### src/rtl/notgate_seq_ctrl_if.sv
// -----------------------------------------------------------------------------
// notgate_seq_ctrl_if
// Groups the control, stimulus/response and result signals of the inverter
// sweep controller into one bundle.
//   start, abort  : sweep request / cancel (master -> controller)
//   resp          : inverter lane outputs (master -> controller)
//   stim          : registered drive to the inverter lane inputs
//   busy, done    : sweep in progress / one-cycle completion pulse
//   pass          : last completed sweep had zero mismatches
//   err_cnt       : saturating mismatch count of the current/last sweep
//   fail_seen     : at least one mismatch in the current/last sweep
//   fail_vec      : stim value of the first mismatch
// -----------------------------------------------------------------------------
interface notgate_seq_ctrl_if #(
  parameter int WIDTH = 4
);
  logic             start;
  logic             abort;
  logic [WIDTH-1:0] resp;
  logic [WIDTH-1:0] stim;
  logic             busy;
  logic             done;
  logic             pass;
  logic [7:0]       err_cnt;
  logic             fail_seen;
  logic [WIDTH-1:0] fail_vec;

  // The side that requests sweeps and owns the inverter lanes
  modport master (
    output start, abort, resp,
    input  stim, busy, done, pass, err_cnt, fail_seen, fail_vec
  );

  // The sweep controller itself
  modport slave (
    input  start, abort, resp,
    output stim, busy, done, pass, err_cnt, fail_seen, fail_vec
  );
endinterface

### src/rtl/notgate_seq_ctrl.sv
// -----------------------------------------------------------------------------
// notgate_seq_ctrl
// Sweeps every WIDTH-bit pattern through a bank of inverter lanes. Each vector
// is driven for SETTLE_CYC cycles, then the lane outputs are compared against
// the bitwise inverse of the drive in a single CHECK cycle. Mismatches are
// counted (saturating at 255) and the first failing vector is captured.
// Ports:
//   clk   : rising-edge clock
//   rst_n : asynchronous active-low reset
//   bus   : notgate_seq_ctrl_if slave modport (start/abort/resp in,
//           stim/busy/done/pass/err_cnt/fail_seen/fail_vec out)
// -----------------------------------------------------------------------------
module notgate_seq_ctrl #(
  parameter int WIDTH      = 4,
  parameter int SETTLE_CYC = 2
) (
  input  logic                clk,
  input  logic                rst_n,
  notgate_seq_ctrl_if.slave   bus
);

  typedef enum logic [1:0] {
    IDLE,
    SETTLE,
    CHECK,
    DONE
  } state_e;

  localparam logic [WIDTH-1:0] ALL_ONES = '1;
  // Counter value seen in the final SETTLE cycle of a vector
  localparam logic [3:0]       LAST_CNT = 4'(SETTLE_CYC - 1);

  state_e           state_q, state_d;
  logic [WIDTH-1:0] stim_q, stim_d;
  logic [3:0]       cnt_q, cnt_d;
  logic [7:0]       err_cnt_q, err_cnt_d;
  logic             fail_seen_q, fail_seen_d;
  logic [WIDTH-1:0] fail_vec_q, fail_vec_d;
  logic             pass_q, pass_d;
  logic             mismatch;

  // Lanes are healthy when every output is the inverse of its drive
  assign mismatch = (bus.resp != ~stim_q);

  // State and result registers; reset clears everything including any
  // sweep in flight, so no done pulse can follow a reset
  always_ff @(posedge clk or negedge rst_n) begin
    if (!rst_n) begin
      state_q     <= IDLE;
      stim_q      <= '0;
      cnt_q       <= '0;
      err_cnt_q   <= '0;
      fail_seen_q <= 1'b0;
      fail_vec_q  <= '0;
      pass_q      <= 1'b0;
    end else begin
      state_q     <= state_d;
      stim_q      <= stim_d;
      cnt_q       <= cnt_d;
      err_cnt_q   <= err_cnt_d;
      fail_seen_q <= fail_seen_d;
      fail_vec_q  <= fail_vec_d;
      pass_q      <= pass_d;
    end
  end

  // Next-state and result update. Everything holds by default so results
  // stay visible in IDLE until the next accepted start.
  always_comb begin
    state_d     = state_q;
    stim_d      = stim_q;
    cnt_d       = cnt_q;
    err_cnt_d   = err_cnt_q;
    fail_seen_d = fail_seen_q;
    fail_vec_d  = fail_vec_q;
    pass_d      = pass_q;

    unique case (state_q)
      IDLE: begin
        // abort is meaningless here, so start always wins
        if (bus.start) begin
          state_d     = SETTLE;
          stim_d      = '0;
          cnt_d       = '0;
          err_cnt_d   = '0;
          fail_seen_d = 1'b0;
          fail_vec_d  = '0;
          pass_d      = 1'b0;
        end
      end

      SETTLE: begin
        if (bus.abort) begin
          state_d = IDLE;
          pass_d  = 1'b0;
        end else begin
          cnt_d = cnt_q + 4'd1;
          if (cnt_q == LAST_CNT) begin
            state_d = CHECK;
          end
        end
      end

      CHECK: begin
        // An aborted CHECK leaves the counters untouched
        if (bus.abort) begin
          state_d = IDLE;
          pass_d  = 1'b0;
        end else begin
          if (mismatch) begin
            if (err_cnt_q != 8'hFF) begin
              err_cnt_d = err_cnt_q + 8'd1;
            end
            if (!fail_seen_q) begin
              fail_seen_d = 1'b1;
              fail_vec_d  = stim_q;
            end
          end
          if (stim_q == ALL_ONES) begin
            // Last vector: stim stays at all-ones; the verdict includes
            // the mismatch (if any) just counted above
            state_d = DONE;
            pass_d  = (err_cnt_d == 8'd0);
          end else begin
            state_d = SETTLE;
            stim_d  = stim_q + WIDTH'(1);
            cnt_d   = '0;
          end
        end
      end

      DONE: begin
        state_d = IDLE;
      end

      default: begin
        state_d = IDLE;
      end
    endcase
  end

  assign bus.stim      = stim_q;
  assign bus.busy      = (state_q == SETTLE) || (state_q == CHECK);
  assign bus.done      = (state_q == DONE);
  assign bus.pass      = pass_q;
  assign bus.err_cnt   = err_cnt_q;
  assign bus.fail_seen = fail_seen_q;
  assign bus.fail_vec  = fail_vec_q;

endmodule
### src/flat_wrapper.sv
// flat-port wrapper written by rule: the top's interface ports become plain ports
module notgate_seq_ctrl_flat 
#(
  parameter int WIDTH      = 4,
  parameter int SETTLE_CYC = 2
)
  (clk, rst_n, bus_start, bus_abort, bus_resp, bus_stim, bus_busy, bus_done, bus_pass, bus_err_cnt, bus_fail_seen, bus_fail_vec);
  notgate_seq_ctrl_if #(.WIDTH(WIDTH)) bus_i ();
  input  logic clk;
  input  logic rst_n;
  input wire logic [$bits(bus_i.start)-1:0] bus_start;
  input wire logic [$bits(bus_i.abort)-1:0] bus_abort;
  input wire logic [$bits(bus_i.resp)-1:0] bus_resp;
  output wire logic [$bits(bus_i.stim)-1:0] bus_stim;
  output wire logic [$bits(bus_i.busy)-1:0] bus_busy;
  output wire logic [$bits(bus_i.done)-1:0] bus_done;
  output wire logic [$bits(bus_i.pass)-1:0] bus_pass;
  output wire logic [$bits(bus_i.err_cnt)-1:0] bus_err_cnt;
  output wire logic [$bits(bus_i.fail_seen)-1:0] bus_fail_seen;
  output wire logic [$bits(bus_i.fail_vec)-1:0] bus_fail_vec;
  assign bus_i.start = bus_start;
  assign bus_i.abort = bus_abort;
  assign bus_i.resp = bus_resp;
  assign bus_stim = bus_i.stim;
  assign bus_busy = bus_i.busy;
  assign bus_done = bus_i.done;
  assign bus_pass = bus_i.pass;
  assign bus_err_cnt = bus_i.err_cnt;
  assign bus_fail_seen = bus_i.fail_seen;
  assign bus_fail_vec = bus_i.fail_vec;
  notgate_seq_ctrl #(.WIDTH(WIDTH), .SETTLE_CYC(SETTLE_CYC)) u_core (.clk(clk), .rst_n(rst_n), .bus(bus_i));
endmodule
### config.mk
export PLATFORM = sky130hd
export DESIGN_NAME = notgate_seq_ctrl_flat
export DESIGN_NICKNAME = d
export VERILOG_FILES = /design/src/rtl/notgate_seq_ctrl_if.sv /design/src/rtl/notgate_seq_ctrl.sv /design/src/flat_wrapper.sv
export SDC_FILE = /design/constraint.sdc
export NUM_CORES = 1
export LEC_CHECK = 0
export CORE_MARGIN = 5
export CORE_UTILIZATION = 40
export CTS_CLUSTER_SIZE = 25
export DETAILED_ROUTE_END_ITERATION = 8
export PLACE_DENSITY = 0.77
export SYNTH_ARGS = -nofsm -noshare
export SYNTH_HDL_FRONTEND = slang
export SYNTH_SLANG_ARGS = --single-unit
### constraint.sdc
create_clock -name clk -period 2 [get_ports clk]
set_clock_uncertainty 0.2 [all_clocks]
set_input_delay 0.4 -clock clk [delete_from_list [all_inputs] [get_ports clk]]
set_output_delay 0.4 -clock clk [all_outputs]
set_load 0.02 [all_outputs]
# Word-level counts from Yosys, hierarchy flattened
# Index checks and enable logic that the tools add are counted.
# classes
add_sub_neg	3
multipliers	0
div	0
n_lt_le_gt_ge	0
n_eq_ne	16
n_shift	0
n_mux	33
bitwise_logic	1
n_reduce_logical	12
# op_table
cell	n
8-bit 2-to-1 mux	6
4-bit 2-to-1 mux	9
4-bit one-hot mux with 2 select lines	2
8-bit one-hot mux with 2 select lines	1
2-bit inequality test, second input constant	6
4-bit one-hot mux with 3 select lines	1
4-bit AND reduction	3
2-bit 2-to-1 mux	5
5-bit AND reduction	2
4-bit by 1-bit adder with 4-bit output, second input constant	2
8-bit by 1-bit adder with 8-bit output, second input constant	1
8-bit logical NOT	1
8-bit inequality test, second input constant	1
2-bit one-hot mux with 4 select lines	1
1-bit 2-to-1 mux	6
3-bit by 2-bit inequality test with 1-bit output, second input constant	2
2-bit == test, second input constant	2
4-bit by 1-bit == test with 1-bit output, second input constant	1
4-bit == test, second input constant	1
4-bit inequality test	1
4-bit NOT	1
1-bit one-hot mux with 3 select lines	1
3-bit AND reduction	1
3-bit nonzero test	1
other kinds (7)	7
# word_totals
regBits	24
latchBits	0
mem_bits_rw	0
rom_bits	0
in_bits	8
out_inout_bits	20
wordCells	72
memories	0

# Longest topological paths before layout
# Gate-level depths: netlist (run 1).
# logic_depth
depth_word	9
mapped_depth	9
depth_no_buf	7

# Least setup slack after synthesis (run 1)
# Ideal clock, no wire load.
# synth_path
path_kind	register to register
start	reg u_core.err_cnt_q[0] (netlist: u_core.bus.err_cnt[0])
end	reg u_core.pass_q (netlist: u_core.bus.pass)
setup_time_ns	0.104
t_arrival_ns	1.884
t_required_ns	1.696
path_slack_ns	-0.188
path_stages_with_launch	8
path_buffers	1
synth_period_minus_slack_ns	2.188
cell_sequence	dfrtp_1 > ha_1 > buf_4 > nand3_1 > or2_1 > a2111oi_2 > a31oi_1 > o41ai_2
# synth_between
elab_chain_cells	9
elab_cells_between_ends	10
cone_classes	add/sub (1); eq/ne (1); mux (7); reduce/logical (1)
# synth_lines
item	line	text
start: declaration	notgate_seq_ctrl.sv:36	logic [7:0] err_cnt_q, err_cnt_d;
start signal: assignment	notgate_seq_ctrl.sv:60	err_cnt_q <= err_cnt_d;
8-bit by 1-bit adder with 8-bit output / 8-bit inequality test (equally long branches)	notgate_seq_ctrl.sv:112, notgate_seq_ctrl.sv:111	
8-bit 2-to-1 mux	notgate_seq_ctrl.sv:111	if (err_cnt_q != 8'hFF) begin
8-bit 2-to-1 mux (*)	notgate_seq_ctrl.sv:110	if (mismatch) begin
8-bit 2-to-1 mux (*)	notgate_seq_ctrl.sv:106	if (bus.abort) begin
8-bit 2-to-1 mux (*)	notgate_seq_ctrl.sv:78	unique case (state_q)
8-bit logical NOT (*)	notgate_seq_ctrl.sv:123	pass_d = (err_cnt_d == 8'd0);
1-bit 2-to-1 mux (*)	notgate_seq_ctrl.sv:119	if (stim_q == ALL_ONES) begin
1-bit 2-to-1 mux (*)	notgate_seq_ctrl.sv:106	
1-bit one-hot mux with 3 select lines (*)	notgate_seq_ctrl.sv:78	
end signal: assignment	notgate_seq_ctrl.sv:63	pass_q <= pass_d;
end: declaration	notgate_seq_ctrl.sv:39	logic pass_q, pass_d;
# Every way passes the cells marked *; elsewhere a longest branch is shown, timed or not. The select of a mux whose other input is x is not followed.
# A chain may end at the register's enable or synchronous reset.

# Worst setup path after layout (run 1)
# layout_path
start	in bus_resp[1]
end	reg u_core.pass_q (netlist: u_core.bus.pass)
# layout_between
elab_chain_cells	8
# layout_lines
item	line	text
start: declaration	flat_wrapper.sv:13	input wire logic [$bits(bus_i.resp)-1:0] bus_resp;
4-bit inequality test	notgate_seq_ctrl.sv:43	assign mismatch = (bus.resp != ~stim_q);
8-bit 2-to-1 mux	notgate_seq_ctrl.sv:110	
8-bit 2-to-1 mux	notgate_seq_ctrl.sv:106	
8-bit 2-to-1 mux	notgate_seq_ctrl.sv:78	
8-bit logical NOT	notgate_seq_ctrl.sv:123	
1-bit 2-to-1 mux	notgate_seq_ctrl.sv:119	
1-bit 2-to-1 mux	notgate_seq_ctrl.sv:106	
1-bit one-hot mux with 3 select lines	notgate_seq_ctrl.sv:78	
# No other way between the ends. The select of a mux whose other input is x is not followed.

==> results of run 1 <==
==> worst max-delay path: cells and delay by family <==
| kind | cells | cell delay [ns] |
|---|---|---|
| AOI/OAI and AO/OA | 1 | 0.33 |
| xor gates and xnor gates | 1 | 0.21 |
| buffers and inverters | 1 | 0.48 |
| muxes | 1 | 0.30 |
| and+or+nand+nor | 2 | 0.32 |
==> layout by cell type (no fill, tap or decap), types with 3 or more instances in the layout <==
| cell | n |
|---|---|
| sky130_fd_sc_hd__clkdlybuf4s50_1 | 15 |
| sky130_fd_sc_hd__a31oi_1 | 3 |
| sky130_fd_sc_hd__nand4_1 | 5 |
| sky130_fd_sc_hd__and4_1 | 3 |
| sky130_fd_sc_hd__nand2_1 | 14 |
| sky130_fd_sc_hd__buf_6 | 4 |
| sky130_fd_sc_hd__clkbuf_8 | 4 |
| sky130_fd_sc_hd__dlygate4sd2_1 | 7 |
| sky130_fd_sc_hd__o21ai_0 | 7 |
| sky130_fd_sc_hd__xor2_1 | 3 |
| sky130_fd_sc_hd__dfrtp_1 | 20 |
| sky130_fd_sc_hd__nand3_1 | 7 |
| sky130_fd_sc_hd__nor2_4 | 4 |
| sky130_fd_sc_hd__buf_4 | 33 |
| sky130_fd_sc_hd__nor3_1 | 3 |
| sky130_fd_sc_hd__o21ai_1 | 6 |
| sky130_fd_sc_hd__nand2b_1 | 4 |
| sky130_fd_sc_hd__inv_1 | 5 |
| sky130_fd_sc_hd__dfrtp_2 | 4 |
| sky130_fd_sc_hd__a21oi_1 | 8 |
| sky130_fd_sc_hd__nand3_2 | 4 |
| sky130_fd_sc_hd__ha_4 | 3 |
| sky130_fd_sc_hd__dlymetal6s2s_1 | 3 |
| sky130_fd_sc_hd__nor2_1 | 13 |
| sky130_fd_sc_hd__ha_1 | 3 |
==> through the flow <==
| step | utilization, % | TNS, ns | hold WS [ns] | power, mW |
|---|---|---|---|---|
| after floorplan | - | -0.0730 | -0.0956 | 1.08 |
| after global placement | 57.6 | -4.71 | 0.281 | 1.44 |
| after detailed placement | 57.6 | -5.28 | 0.300 | 1.46 |
| after CTS | 59.7 | -0.102 | 0.299 | 1.81 |
| after global routing | 63.7 | -0.292 | 0.321 | 2.12 |
| final | 63.7 | -0.0684 | 0.283 | 1.98 |
==> worst min-delay path by stage <==
stage	start	endpoint	slack [ns]	cells past startpoint
2_1_floorplan	rst_n	u_core.bus.err_cnt[0]	-0.1	0
3_3_place_gp	u_core.bus.fail_vec[0]	u_core.bus.fail_vec[0]	0.28	2
3_5_place_dp	u_core.bus.fail_vec[1]	u_core.bus.fail_vec[1]	0.30	2
4_1_cts	rst_n	u_core.bus.fail_seen	0.30	2
5_1_grt	rst_n	u_core.bus.fail_seen	0.32	2
6_report	rst_n	u_core.bus.fail_seen	0.28	2
==> layer usage <==
metal / share of wire (%) / vias to the layer above / wire [um]
met5: 0 / - / 0
met4: 2.0 / 0 / 89
met3: 3.4 / 8 / 154
met2: 50 / 40 / 2250
met1: 45 / 745 / 2010
li1: - / 753 / -
==> area by class of cell <==
class	instances	area, um2	area share, %
tap	48	60.1	2.54
timing repair buffer	64	557	23.5
inverter	7	26.3	1.11
clock buffer	4	55.1	2.32
multi-input combinational	135	1060	45.0
sequential	24	606	25.6
==> state kept, by name (all words and copies together), names as in the netlist <==
register              flops
u_core.bus.err_cnt        8
u_core.bus.fail_seen      1
u_core.bus.fail_vec       4
u_core.bus.pass           1
u_core.bus.stim           4
u_core.cnt_q              4
u_core.state_q            2
==> power by group through the flow <==
stage | Sequential [mW] | Combinational [mW] | Clock, mW
after floorplan | 0.646 | 0.436 | 0
after global placement | 0.625 | 0.815 | 0
after detailed placement | 0.630 | 0.834 | 0
after CTS | 0.626 | 0.839 | 0.347
after global routing | 0.641 | 1.10 | 0.372
final | 0.629 | 1.01 | 0.341
==> repair_timing <==
| action | in CTS | in global routing |
|---|---|---|
| endpoints found under the setup margin | 20 | 24 |
| buffers inserted | 0 | 1 |
| pin swaps | 1 | 14 |
| gates resized for setup | 19 | 40 |
==> cells by family (layout without fill, tap and decap cells) <==
logic type                 count (synthesis)  count (layout)  share of synthesized area (%)
adders and majority gates                  8               8                           6.42
and+or+nand+nor                           73              73                           24.6
DFF                                       24              24                           38.5
xor gates and xnor gates                   6               6                           3.37
muxes                                      3               3                           2.33
buffers and inverters                     13              75                           5.06
AOI/OAI and AO/OA                         45              45                           19.7
==> Implementation_results.wiki, run 1 <==
{| class="wikitable"
! Metric !! Value
|-
| Status || finished, violations left
|-
| Violated checks || setup timing
|-
| Post-route antenna net violation count || 0
|-
| TritonCTS clock tree || done
|-
| Most instantiated cells after synthesis || sky130_fd_sc_hd__dfrtp_1, sky130_fd_sc_hd__nor2_1, sky130_fd_sc_hd__nand2_1, sky130_fd_sc_hd__o21ai_0, sky130_fd_sc_hd__nand3_1
|-
| Dominant cells by area after synthesis || sky130_fd_sc_hd__dfrtp_1, sky130_fd_sc_hd__ha_1, sky130_fd_sc_hd__o21ai_0, sky130_fd_sc_hd__nor2_1, sky130_fd_sc_hd__nand3_1
|-
| Switching share of power || 39.0%
|-
| Post-synth cell types || 44
|-
| CP peak stage delay || 0.48 ns
|-
| Synth Flop Type || sky130_fd_sc_hd__dfrtp_1
|-
| Crit path capture || u_core.bus.pass
|-
| Yosys warnings || 0
|-
| Post-Synthesis Cell Area || 1560 um2
|-
| Input/output buffers || 27
|-
| Cell accounting for the most synthesized area || sky130_fd_sc_hd__dfrtp_1
|-
| Clk root buf || sky130_fd_sc_hd__clkbuf_8
|-
| Post-route insts no fill || 282
|-
| Worst max-slew margin expressed relative to the limit || 78.8%
|-
| Source of the worst register-to-register timing path || u_core.state_q[0]
|-
| Area of the die || 5250 um2
|-
| Met1 GRT Util || 23.1%
|-
| Required time of the critical path || 1.97 ns
|-
| Aggregate global routing overflow || 0
|-
| Fmax || 0.483 GHz
|-
| Fraction of final layout cells sized beyond drive strength 1 || 37.2%
|-
| CP startpoint kind || input pin
|-
| Final worst-path cycle share || 103%
|-
| Slowest cell on the critical path || sky130_fd_sc_hd__clkdlybuf4s50_1
|-
| Minimum setup slack after placement || -0.384 ns
|-
| Detail-routed net length per standard cell || 15.9 um
|-
| Number of enable-type register cells in the synthesized netlist || 0
|-
| Placer Congestion || 0.972
|-
| Depth of the most critical reg-to-reg path || 7
|-
| Maximum vdd ir drop || 892 uV
|-
| Sequential share of power || 31.8%
|-
| Internal || 1.21 mW
|-
| Maximum fanout along the worst path || 2
|-
| Met2 GRT Util || 29.7%
|-
| Via density per instance || 5.48
|-
| HPWL after DPL || 3.19 mm
|-
| Post-Syn Nets || 188
|-
| Relative contribution of combinational cells to total power || 51.0%
|-
| Final setup fails || 1
|-
| Number of antenna repair diodes || 0
|-
| Switching power summed over all nets || 0.771 mW
|-
| Most utilized layer in the global route result || met2
|-
| Min Clock Period, post-route || 2.07 ns
|-
| Clock network fraction of design power || 17.2%
|-
| Number of flip-flops and latches in the synthesized netlist || 24
|-
| Pwr per Cell Area || 835 nW/um2
|-
| Share of synthesized flip-flops with an asynchronous set or reset || 100%
|-
| Clock sink total || 24
|-
| Row count || 22
|-
| Synth top area share || 38.5%
|-
| Number of antenna violations at the first check in global routing || 0
|-
| Max-cap check violation count || 0
|-
| Slack of the worst reg-to-reg path || -0.04 ns
|-
| H-tree level count || 1
|-
| Arr. time, crit path || 2.04 ns
|-
| Initial detailed-routing violation count || 92
|-
| Clock latency at the later pin of the worst-skew pair || 0.27 ns
|-
| # DRC || 0
|-
| Cells after DPL || 277
|-
| Capture point of the worst reg-to-reg path || u_core.bus.pass
|-
| Average footprint of a synthesized cell || 9.06 um2
|-
| Post-DP Area || 2140 um2
|-
| Worst-Margin Slew || 0.317 ns
|-
| Seq/Total Area, Yosys || 38.5%
|-
| Vias in the first global route || 1,562
|-
| First element of the critical path || bus_resp[1]
|-
| Initial cell density of the core || 42.0%
|-
| Vertical die dimension || 72.4 um
|-
| Final Slew Violations || 0
|-
| Cells after synthesis || 172
|-
| Worst path setup slack after routing || -0.0684 ns
|-
| First-pass iteration count of the detailed router || 4
|-
| CTS clock-pin slew for the worst setup and hold paths || 0.09 ns
|-
| Core outline area || 3720 um2
|-
| Global Route met3 Usage || 2.91%
|-
| Critical path start-end classification || in -> reg
|-
| Lkg Pwr || 1.11 nW
|-
| Final Hold Vio Count || 0
|-
| Global-route wire length before repair || 7.51 mm
|-
| X dimension of the die || 72.4 um
|-
| Final WL || 4.49 mm
|-
| Pin count of the biggest net entering global routing || 25
|-
| Boundary Pins || 28
|-
| RSZ-0062 raised after global routing || yes
|-
| Worst-path cell chain || clkdlybuf4s50_1 > xor2_1 > and4_4 > nor2_4 > mux2_4 > o41ai_2
|-
| Clock Path Buffers || 2
|-
| Via Count || 1,546
|-
| Hold-fix buffers at CTS || 0
|-
| Worst min-delay path category || in -> async
|-
| Post-route design area || 2370 um2
|-
| Overall track demand over capacity in global routing || 17.7%
|-
| Most numerous cell in the Yosys netlist || sky130_fd_sc_hd__dfrtp_1
|-
| Fillers || 302
|-
| NumNets Final || 251
|-
| Crit. End Element || flop
|-
| Layout overhead on the synthesized area || 51.9%
|-
| Total clock buffers created by CTS || 3
|}
(Power assumes the default switching activity.)
==> run 2, diff against run 1 <==
--- a/config.mk
+++ b/config.mk
@@ -6,4 +6,5 @@
 export NUM_CORES = 1
 export LEC_CHECK = 0
+export CAP_MARGIN = 10
 export CORE_MARGIN = 5
 export CORE_UTILIZATION = 40
==> constraint.sdc (replaced) <==
create_clock -name clk -period 2 [get_ports clk]
set_clock_uncertainty 0.2 [all_clocks]
set_input_delay 0.4 -clock clk [delete_from_list [all_inputs] [get_ports clk]]
set_output_delay 0.4 -clock clk [all_outputs]
set_load 0.01 [all_outputs]
==> Implementation_results.wiki, run 2 (synthesis results as in run 1) <==
{| class="wikitable"
! Metric !! Value
|-
| Status || finished, violations left
|-
| Violated checks || setup timing
|-
| Final worst-path cycle share || 106%
|-
| Worst-Margin Slew || 0.331 ns
|-
| Worst path setup slack after routing || -0.115 ns
|-
| H-tree level count || 1
|-
| Via Count || 1,645
|-
| Depth of the most critical reg-to-reg path || 6
|-
| Arr. time, crit path || 2.09 ns
|-
| Detail-routed net length per standard cell || 15.8 um
|-
| # DRC || 0
|-
| HPWL after DPL || 3.09 mm
|-
| Lkg Pwr || 1.19 nW
|-
| Final Slew Violations || 0
|-
| Pin count of the biggest net entering global routing || 25
|-
| Pwr per Cell Area || 809 nW/um2
|-
| CP startpoint kind || flop
|-
| Fraction of final layout cells sized beyond drive strength 1 || 40.0%
|-
| Worst hold slack across all endpoints || 0.291 ns
|-
| Aggregate global routing overflow || 0
|-
| Vertical die dimension || 72.4 um
|-
| Post-DP Area || 2140 um2
|-
| First-pass iteration count of the detailed router || 4
|-
| Core outline area || 3720 um2
|-
| Fmax || 0.473 GHz
|-
| Number of flip-flops in the largest register || 8
|-
| Required time of the critical path || 1.98 ns
|-
| Boundary Pins || 28
|-
| Post-Route Setup TNS || -0.115 ns
|-
| Clock Path Buffers || 2
|-
| Fillers || 275
|-
| Vias in the first global route || 1,522
|-
| RSZ-0062 raised after global routing || yes
|-
| Via density per instance || 5.61
|-
| Crit. End Element || flop
|-
| CTS clock-pin slew for the worst setup and hold paths || 0.09 ns
|-
| Overall track demand over capacity in global routing || 16.5%
|-
| Layout overhead on the synthesized area || 59.5%
|-
| Clock latency at the later pin of the worst-skew pair || 0.27 ns
|-
| Area of the die || 5250 um2
|-
| Number of antenna violations at the first check in global routing || 0
|-
| Commonest cells after routing, fill and taps aside || sky130_fd_sc_hd__buf_4, sky130_fd_sc_hd__dfrtp_1, sky130_fd_sc_hd__clkdlybuf4s50_1
|-
| Maximum vdd ir drop || 550 uV
|-
| Total clock buffers created by CTS || 3
|-
| Final Hold Vio Count || 0
|-
| Met2 GRT Util || 27.3%
|-
| Worst max-slew margin expressed relative to the limit || 77.9%
|-
| Post-route insts no fill || 293
|-
| Initial detailed-routing violation count || 171
|-
| Input/output buffers || 27
|-
| Row count || 22
|-
| Post-route antenna net violation count || 0
|-
| Final WL || 4.64 mm
|-
| Post-route design area || 2490 um2
|-
| Utilization of the core after routing || 66.9%
|-
| Number of antenna repair diodes || 0
|-
| Maximum fanout along the worst path || 3
|-
| Placer Congestion || 0.930
|-
| Global Route met3 Usage || 2.22%
|-
| Cells after DPL || 278
|-
| Met1 GRT Util || 22.4%
|-
| TritonCTS clock tree || done
|-
| Global-route wire length before repair || 6.91 mm
|-
| Critical path start-end classification || reg -> reg
|-
| Most utilized layer in the global route result || met2
|-
| Clk root buf || sky130_fd_sc_hd__clkbuf_8
|-
| Initial cell density of the core || 42.0%
|-
| X dimension of the die || 72.4 um
|-
| Clock sink total || 24
|-
| Leading cell type in the layout, fill and taps excluded || sky130_fd_sc_hd__buf_4
|-
| Max-cap check violation count || 0
|-
| NumNets Final || 262
|-
| Min Clock Period, post-route || 2.12 ns
|-
| Worst min-delay path category || in -> async
|-
| Final setup fails || 1
|}
run 2: cell types whose count changed in the layout (fill, tap and decap cells not counted), sizes merged:
| cell | before | now |
|---|---|---|
| clkdlybuf4s50 | 15 | 17 |
| clkdlybuf4s15 | 1 | 0 |
| dlymetal6s2s | 3 | 7 |
| buf | 37 | 48 |
| dlygate4sd2 | 7 | 2 |
run 2: layer usage:
layer | part of all wire (%) | wire length (um) | up-vias
met5 | 0 | 0 | -
met4 | 1.6 | 72 | 0
met3 | 5.1 | 235 | 10
met2 | 51 | 2360 | 52
met1 | 42 | 1970 | 804
li1 | - | - | 779
run 2: report_power, final:
part | leakage (nW) | switching (mW) | internal (mW) | total (mW)
logic | 0.841 | 0.515 | 0.568 | 1.08
registers | 0.325 | 0.0762 | 0.551 | 0.627
clock network | 0.0228 | 0.160 | 0.142 | 0.302
total | 1.19 | 0.751 | 1.26 | 2.01
run 2: repair_timing:
action                     in CTS  in global routing
pin swaps                       3                 11
setup buffers                   2                  9
resized for setup              14                 52
setup endpoints to repair      15                 24
hold buffers                    0                  0
run 2: final cells by class:
class / count / area [um2] / share of cell area [%]
multi-input combinational: 135 / 1060 / 42.7
timing repair buffer: 75 / 688 / 27.7
sequential: 24 / 604 / 24.3
tap: 48 / 60.1 / 2.42
clock buffer: 4 / 45.0 / 1.81
inverter: 7 / 26.3 / 1.06
run 2: critical path, cell delays in order, from the launching register on:
cell	delay [ns]
sky130_fd_sc_hd__dfrtp_1	0.42
sky130_fd_sc_hd__buf_6	0.13
sky130_fd_sc_hd__ha_2	0.18
sky130_fd_sc_hd__or4_4	0.53
sky130_fd_sc_hd__a211oi_2	0.23
sky130_fd_sc_hd__o221ai_2	0.13
sky130_fd_sc_hd__o41ai_2	0.19
run 2: final timing paths:
check | endpoint | from | slack [ns]
setup / recovery | u_core.bus.pass | u_core.state_q[0] | -0.12
max in group asynchronous | u_core.bus.stim[0] | rst_n | 1.03
min in group clk | u_core.bus.fail_vec[0] | u_core.bus.fail_vec[0] | 0.32
hold / removal | u_core.bus.err_cnt[5] | rst_n | 0.29
setup reg to reg | u_core.bus.pass | u_core.state_q[0] | -0.12
hold reg to reg | u_core.bus.fail_vec[0] | u_core.bus.fail_vec[0] | 0.32
run 2: through the flow:
step	setup slack (ns)	power, mW
floorplan	-0.0463	1.04
global placement	-0.334	1.39
detailed placement	-0.432	1.42
CTS	-0.0981	1.76
global route	-0.220	2.14
finish	-0.115	2.01
==> run 3, diff against run 2 <==
CORE_ASPECT_RATIO = 0.8   (was unset)
REMOVE_ABC_BUFFERS = 1   (was unset)
==> Implementation_results.wiki, run 3 (synthesis results as in run 1) <==
{| class="wikitable"
! Metric !! Value
|-
| Crit. End Element || flop
|-
| NumNets Final || 259
|-
| Worst path bufs/invs || 1
|-
| Boundary Pins || 28
|-
| Min Clock Period, post-route || 2.05 ns
|-
| Via density per instance || 5.36
|-
| Detail-routed net length per standard cell || 15.4 um
|-
| Max-cap check violation count || 0
|-
| Clock latency at the later pin of the worst-skew pair || 0.27 ns
|-
| Fmax || 0.488 GHz
|-
| Number of antenna violations at the first check in global routing || 0
|-
| H-tree level count || 1
|-
| Number of antenna repair diodes || 0
|-
| Input/output buffers || 27
|-
| Layout overhead on the synthesized area || 54.9%
|-
| CP startpoint kind || flop
|-
| Vias in the first global route || 1,484
|-
| X dimension of the die || 79.8 um
|-
| Final setup fails || 2
|-
| Total clock buffers created by CTS || 3
|-
| Hold-fix buffers at CTS || 0
|-
| Slowest cell on the critical path || sky130_fd_sc_hd__dfrtp_1
|-
| WL met1 || 2.15 mm
|-
| Post-route antenna net violation count || 0
|-
| Topmost layer with routed signal wires || met4
|-
| Global-route wire length before repair || 7.37 mm
|-
| Arr. time, crit path || 2.03 ns
|-
| CTS clock-pin slew for the worst setup and hold paths || 0.09 ns
|-
| Via Count || 1,592
|-
| Status || finished, violations left
|-
| Clock sink total || 24
|-
| Worst min-delay path category || in -> async
|-
| Fraction of final layout cells sized beyond drive strength 1 || 33.5%
|-
| Worst max-slew margin expressed relative to the limit || 76.4%
|-
| # DRC || 0
|-
| Final worst-path cycle share || 103%
|-
| Final Slew Violations || 0
|-
| TritonCTS clock tree || done
|-
| Fillers || 307
|-
| Area of the die || 5250 um2
|-
| Critical path start-end classification || reg -> reg
|-
| Total length of routed met3 wires || 250 um
|-
| HPWL after DPL || 3.23 mm
|-
| Pwr per Cell Area || 826 nW/um2
|-
| First-pass iteration count of the detailed router || 4
|-
| Violated checks || setup timing
|-
| Worst-Margin Slew || 0.352 ns
|-
| Placer Congestion || 0.927
|-
| Worst path setup slack after routing || -0.0507 ns
|-
| Required time of the critical path || 1.98 ns
|-
| Maximum vdd ir drop || 775 uV
|-
| Final Hold Vio Count || 0
|-
| RSZ-0062 raised after global routing || yes
|-
| Number of flip-flops in the largest register || 8
|-
| Family with the most delay on the worst path || simple AND/OR/NAND/NOR gates
|-
| Pin count of the biggest net entering global routing || 25
|-
| Initial cell density of the core || 41.3%
|-
| Clk root buf || sky130_fd_sc_hd__clkbuf_8
|-
| Maximum fanout along the worst path || 4
|-
| Worst hold slack across all endpoints || 0.285 ns
|-
| Commonest cells after routing, fill and taps aside || sky130_fd_sc_hd__buf_4, sky130_fd_sc_hd__dfrtp_1, sky130_fd_sc_hd__nor2_1, sky130_fd_sc_hd__clkdlybuf4s50_1, sky130_fd_sc_hd__nand2_1
|-
| CP peak stage delay || 0.42 ns
|-
| Clock Path Buffers || 2
|-
| Initial detailed-routing violation count || 140
|-
| Core outline area || 3780 um2
|-
| Leading cell type in the layout, fill and taps excluded || sky130_fd_sc_hd__buf_4
|-
| Utilization of the core after routing || 63.9%
|-
| Final WL || 4.57 mm
|-
| Lkg Pwr || 1.21 nW
|-
| Met2 Routed Length || 2.16 mm
|-
| Overall track demand over capacity in global routing || 17.8%
|-
| Vertical die dimension || 65.8 um
|-
| Row count || 20
|-
| Aggregate global routing overflow || 0
|-
| Worst-path cell chain || inv_2 > ha_4 > and2b_4 > or4_4 > a211oi_2 > o221ai_2 > o41ai_2
|}
[run 3: where the power goes]
| part | internal, mW | switching [mW] |
|---|---|---|
| logic | 0.468 | 0.476 |
| clock network | 0.268 | 0.168 |
| registers | 0.549 | 0.0651 |
[run 3: timing repair]
action / in CTS / in global routing
pin swaps: 6 / 5
endpoints found under the setup margin: 15 / 24
setup buffers: 3 / 4
gates resized for setup: 17 / 30
[run 3: final timing paths]
kind / startpoint / end / slack (ns) / depth (start not counted)
setup / recovery: u_core.state_q[0] / u_core.bus.pass / -0.05 / 7
hold / removal: rst_n / u_core.bus.err_cnt[7] / 0.28 / 2
setup reg to reg: u_core.state_q[0] / u_core.bus.pass / -0.05 / 7
hold reg to reg: u_core.bus.fail_vec[1] / u_core.bus.fail_vec[1] / 0.31 / 2
max in group asynchronous: rst_n / u_core.cnt_q[3] / 1.07 / 2
min in group clk: u_core.bus.fail_vec[1] / u_core.bus.fail_vec[1] / 0.31 / 2
[run 3: cell type report]
cell class / instances / area [um2] / area share (%)
Clock buffer: 3 / 41.3 / 1.71
Timing Repair Buffer: 72 / 627 / 26.0
Tap cell: 55 / 68.8 / 2.85
Clock inverter: 1 / 30.0 / 1.24
Multi-Input combinational cell: 135 / 1020 / 42.3
Sequential cell: 24 / 601 / 24.9
Inverter: 7 / 26.3 / 1.09
[run 3: stage by stage]
stage	total power [mW]	setup slack (ns)	instance area, um2	setup TNS [ns]	std cells
floorplan	1.02	-0.136	1510	-0.136	166
global placement	1.38	-0.322	2140	-4.78	287
detailed placement	1.41	-0.374	2140	-5.29	287
CTS	1.89	-0.139	2280	-0.529	293
global route	2.14	-0.169	2410	-0.388	297
finish	1.99	-0.0507	2410	-0.0620	297
[run 3: per-layer routing]
layer	global-route usage, %	up-vias
met4	2.11	0
met2	28.1	55
li1	-	770
met3	3.81	3
met5	0	-
met1	25.7	764
